===== config.mk =====
export PLATFORM = sky130hd
export DESIGN_NAME = gpio_in_debounce
export DESIGN_NICKNAME = d
export VERILOG_FILES = /design/src/rtl/gpio_in_debounce.sv
export SDC_FILE = /design/constraint.sdc
export NUM_CORES = 1
export LEC_CHECK = 0
export ABC_CLOCK_PERIOD_IN_PS = 2600
export CELL_PAD_IN_SITES_DETAIL_PLACEMENT = 0
export CELL_PAD_IN_SITES_GLOBAL_PLACEMENT = 1
export CORE_ASPECT_RATIO = 0.9
export CORE_MARGIN = 4
export CORE_UTILIZATION = 41
export CTS_CLUSTER_DIAMETER = 30
export DETAILED_ROUTE_END_ITERATION = 8
export PLACE_DENSITY = 0.73
export SYNTH_ARGS = -nofsm -noshare
export SYNTH_HDL_FRONTEND = slang
export SYNTH_SLANG_ARGS = --single-unit

===== constraint.sdc =====
create_clock -name clock -period 2.6 [get_ports clock]
set_clock_uncertainty 0.2 [all_clocks]
set_input_delay 0.39 -clock clock [delete_from_list [all_inputs] [get_ports clock]]
set_output_delay 0.39 -clock clock [all_outputs]
set_load 0.01 [all_outputs]

===== src/rtl/gpio_in_debounce.sv =====
// Board input conditioner: per-bit synchronizer, independent debounce counters,
// clean levels plus registered single-cycle rise/fall/changed strobes.
module gpio_in_debounce #(
  parameter int unsigned WIDTH           = 10,
  parameter int unsigned SYNC_STAGES     = 2,
  parameter int unsigned DEBOUNCE_CYCLES = 500000
) (
  input  logic             clock,
  input  logic             reset,
  input  logic [WIDTH-1:0] sw_raw,
  output logic [WIDTH-1:0] sw_stable,
  output logic [WIDTH-1:0] sw_rise,
  output logic [WIDTH-1:0] sw_fall,
  output logic             changed
);

  localparam int unsigned      CNT_W   = $clog2(DEBOUNCE_CYCLES);
  localparam logic [CNT_W-1:0] CNT_MAX = CNT_W'(DEBOUNCE_CYCLES - 1);

  (* ASYNC_REG = "TRUE" *) logic [WIDTH-1:0] sync_q [SYNC_STAGES];
  logic [WIDTH-1:0] sync;

  logic [CNT_W-1:0] cnt_q [WIDTH];
  logic [CNT_W-1:0] cnt_d [WIDTH];
  logic [WIDTH-1:0] stable_d;
  logic [WIDTH-1:0] rise_d;
  logic [WIDTH-1:0] fall_d;

  assign sync = sync_q[SYNC_STAGES-1];

  // A counter only advances while the synchronized level disagrees with the
  // accepted level; any agreement clears it, so glitches never accumulate.
  always_comb begin
    stable_d = sw_stable;
    rise_d   = '0;
    fall_d   = '0;
    for (int unsigned i = 0; i < WIDTH; i++) begin
      cnt_d[i] = cnt_q[i];
      if (sync[i] == sw_stable[i]) begin
        cnt_d[i] = '0;
      end else if (cnt_q[i] == CNT_MAX) begin
        stable_d[i] = sync[i];
        cnt_d[i]    = '0;
        rise_d[i]   = sync[i];
        fall_d[i]   = ~sync[i];
      end else begin
        cnt_d[i] = cnt_q[i] + CNT_W'(1);
      end
    end
  end

  always_ff @(posedge clock) begin
    if (reset) begin
      for (int unsigned s = 0; s < SYNC_STAGES; s++) begin
        sync_q[s] <= '0;
      end
      for (int unsigned i = 0; i < WIDTH; i++) begin
        cnt_q[i] <= '0;
      end
      sw_stable <= '0;
      sw_rise   <= '0;
      sw_fall   <= '0;
      changed   <= 1'b0;
    end else begin
      sync_q[0] <= sw_raw;
      for (int unsigned s = 1; s < SYNC_STAGES; s++) begin
        sync_q[s] <= sync_q[s-1];
      end
      for (int unsigned i = 0; i < WIDTH; i++) begin
        cnt_q[i] <= cnt_d[i];
      end
      sw_stable <= stable_d;
      sw_rise   <= rise_d;
      sw_fall   <= fall_d;
      changed   <= |{rise_d, fall_d};
    end
  end

endmodule

==> results_tabular.tex <==
\begin{tabular}{lr}
\hline
Metric & Value \\
\hline
\multicolumn{2}{l}{\textbf{Clock network}} \\
Insertion delay of the later-clocked pin in the worst-skew pair & 0.54 ns \\
Worst-case clock buffer depth & 3 \\
Number of CTS-inserted buffers & 53 \\
Root Buffer Master & clkbuf\_16 \\
TritonCTS clock tree & done \\
Number of setup buffers added after CTS & 0 \\
CTS HTree Levels & 2 \\
Hold Buf Count CTS & 0 \\
Clock edge transition at the registers on the reported setup and hold paths & 0.05 ns \\
Clk sinks & 241 \\
Post-CTS Resized & 0 \\
\multicolumn{2}{l}{\textbf{Worst setup path}} \\
Sequence of cells on the critical path & or4bb\_1 -> or4\_4 -> nor2\_1 -> or3\_1 -> buf\_4 -> nor2\_1 \\
Most prevalent standard cell on the critical path & nor2\_1 \\
Category of the worst setup path capture point & flop \\
Highest net fanout along the worst path & 19 \\
Critical path buffer and inverter count & 1 \\
Timing startpoint of the critical path & cnt\_q[7][15] \\
Category of the most critical setup path & reg -> reg \\
Slowest stage delay, CP & 0.55 ns \\
Cell family with most CP delay & simple AND/OR/NAND/NOR gates \\
Source of the worst register-to-register timing path & cnt\_q[7][15] \\
Kind of start point of the critical path & flop \\
Critical path required time & 2.82 ns \\
Max stage delay cell, worst path & or4\_4 \\
Data arrival time of the worst path & 2.54 ns \\
\multicolumn{2}{l}{\textbf{Synthesis}} \\
Count of warnings emitted by yosys & 0 \\
Share of the synthesized area in the top cell type & 49.1\% \\
Post-synthesis cell type with the largest combined area & dfxtp\_1 \\
Post-synthesis adder-cell area fraction & 1.27\% \\
Combinational family with the most area after synthesis & simple AND/OR/NAND/NOR gates \\
Biggest area contributors in the synthesized netlist & dfxtp\_1, xnor2\_1, nor2\_1, xor2\_1, nand3\_1 \\
Top cell types by occurrence after synthesis & dfxtp\_1, nor2\_1, xnor2\_1 \\
Netlist area before placement & 9830 um2 \\
Register bit total from synthesis & 241 \\
Commonest register cell after synthesis & dfxtp\_1 \\
Post-synth EDFFs & 0 \\
Sequential element share of the synthesized area & 49.1\% \\
Post-Syn Nets & 1,110 \\
Post-synthesis instance total & 1,088 \\
Count of different cell masters after synthesis & 39 \\
Complex-gate fraction of the synthesized area & 0.662\% \\
Simple-gate share of the synthesized area & 30.0\% \\
Post-Syn Area per Cell & 9.03 um2 \\
Fraction of synthesized area in multiplexers & 0.917\% \\
Post-Synth XOR/XNOR Area & 15.9\% \\
Async SR Flop Fraction & 0\% \\
\multicolumn{2}{l}{\textbf{Cells and area}} \\
Count of fill cells added during filler insertion & 2,136 \\
Final net count & 1,206 \\
Area Overhead vs Synth & 27.4\% \\
Final non-filler cell total & 1,530 \\
Fraction of layout instances using a drive strength above 1 & 10.9\% \\
Diode count & 0 \\
\multicolumn{2}{l}{\textbf{Power}} \\
Power per cell area & 835 nW/um2 \\
Leak pwr & 4.16 nW \\
Worst ir drop on vdd & 587 uV \\
\multicolumn{2}{l}{\textbf{Worst hold path}} \\
Class of the tightest hold or removal check & in -> reg \\
Start point of the worst min-delay path & reset \\
\multicolumn{2}{l}{\textbf{Route}} \\
Routed via count divided by cell count & 4.81 \\
Via total after detailed routing & 7,353 \\
Drt total wl & 19,300 um \\
Routed wirelength normalized by instance count & 12.6 um \\
DR pass1 iterations & 4 \\
Residual antenna-violating net count after detailed routing & 0 \\
Starting DRT DRC Count & 275 \\
DRC errors left & 0 \\
\multicolumn{2}{l}{\textbf{Global route}} \\
Initial antenna violation count & 0 \\
Pin count of the biggest net entering global routing & 59 \\
First-pass GRT wire length & 33,500 um \\
Tot GR Track Use & 14.8\% \\
Number of global-route vias before repair & 7,080 \\
Aggregate global routing overflow & 0 \\
\multicolumn{2}{l}{\textbf{Run status}} \\
Run status & finished clean \\
\multicolumn{2}{l}{\textbf{Floorplanning}} \\
Number of top-level pins & 43 \\
Chip Width & 171 um \\
Y dimension of the die & 155 um \\
Die area & 26,500 um2 \\
Core area & 23,500 um2 \\
Number of cell rows & 53 \\
Effective utilization at floorplan & 41.9\% \\
\multicolumn{2}{l}{\textbf{Timing}} \\
Headroom to the max-slew limit & 47.1\% \\
Setup repair after global routing missed its margin & false \\
Transition time of the tightest slew-check pin & 0.787 ns \\
Achievable clock frequency & 431 MHz \\
Final critical-path required period & 2.32 ns \\
Final Hold Viols & 0 \\
Final hold slack & 0.108 ns \\
Sum of negative setup slack & 0 ns \\
Slew Limit Fails & 0 \\
Final cycle utilization of the critical path & 89.3\% \\
Setup-violating endpoint count in the final report & 0 \\
\multicolumn{2}{l}{\textbf{Placement}} \\
Detailed Place HPWL & 12,600 um \\
Post-Place Cells & 1,431 \\
Number of I/O port buffers & 42 \\
Final weighted congestion of routability-driven global placement & 0.770 \\
\multicolumn{2}{l}{\textbf{Job}} \\
Max-cap viol count & 0 \\
\hline
\end{tabular}
[worst paths after layout]
path                         to  slack, ns  depth (start not counted)
hold reg to reg   sync_q[0][18]       0.23                          1
setup / recovery   cnt_q[7][13]       0.28                          6
setup reg to reg   cnt_q[7][13]       0.28                          6
hold / removal     sync_q[0][9]       0.11                          3
[cells by family (layout without fill, tap and decap cells)]
group,Yosys count,after routing
AOI/OAI and AO/OA,10,10
DFF,241,241
adders and majority gates,10,10
buffers and inverters,49,189
xor gates and xnor gates,178,178
muxes,9,9
and+or+nand+nor,591,591
[tightest hold or removal path: stages]
cell	delay, ns
buf_2	0.11
buf_12	0.18
nor2b_1	0.12
[per-layer routing]
| metal | routed length (um) | up-vias | global-route usage, % |
|---|---|---|---|
| li1 | - | 3876 | - |
| met1 | 10000 | 3337 | 21.3 |
| met2 | 8100 | 105 | 21.8 |
| met3 | 812 | 35 | 3.79 |
| met4 | 357 | 0 | 4.72 |
| met5 | 0 | - | 0 |
[registers in the layout, summed over array words and instances, names as in the netlist]
signal	count
cnt_q	190
sw_rise	10
sw_stable	10
sync_q	20
changed	1
sw_fall	10
[where the power goes]
| group | switching, mW | internal (mW) | total, mW |
|---|---|---|---|
| Combinational | 0.0507 | 0.0409 | 0.0916 |
| Clock | 2.07 | 4.54 | 6.62 |
| Sequential | 0.0131 | 3.72 | 3.74 |
| Total | 2.14 | 8.31 | 10.4 |
[through the flow]
| step | utilization (%) | total power, mW | cell area, um2 | worst slack, ns |
|---|---|---|---|---|
| after floorplan | - | 3.86 | 9830 | 0.406 |
| after global placement | 45.5 | 3.90 | 10700 | 0.328 |
| after detailed placement | 45.5 | 3.90 | 10700 | 0.314 |
| after CTS | 53.3 | 10.6 | 12500 | 0.307 |
| after global routing | 53.3 | 10.8 | 12500 | 0.159 |
| final | 53.3 | 10.4 | 12500 | 0.279 |
[final cells by class]
type	instances	area (um2)	share of cell area [%]
flip-flops and latches	241	4820	38.6
inverters	24	90.1	0.720
clock inverters	31	328	2.62
multi-input cells	798	4790	38.3
repair buffers	66	608	4.86
clock buffers	68	1500	11.9
well taps	302	378	3.02
[cells in the final DEF, fill, tap and decap left out, types with 4 or more instances in the layout]
| cell | instances |
|---|---|
| clkbuf_8 | 7 |
| and4_1 | 10 |
| nor4b_1 | 21 |
| nor3_1 | 37 |
| dfxtp_1 | 241 |
| ha_1 | 10 |
| clkbuf_1 | 6 |
| clkinvlp_4 | 7 |
| or2_2 | 8 |
| xnor2_1 | 109 |
| inv_6 | 5 |
| bufinv_16 | 5 |
| or3_1 | 6 |
| nor2b_1 | 22 |
| xor2_1 | 69 |
| clkinv_2 | 11 |
| nor3b_1 | 7 |
| clkbuf_16 | 55 |
| nor4_1 | 20 |
| buf_4 | 23 |
| clkdlybuf4s50_1 | 41 |
| or4_1 | 4 |
| nor2_1 | 241 |
| nand4_1 | 40 |
| and3_1 | 29 |
| mux2i_1 | 9 |
| nand3_1 | 62 |
| inv_1 | 24 |
| nand2_1 | 67 |
No activity file was read; power rests on OpenSTA's default activity.
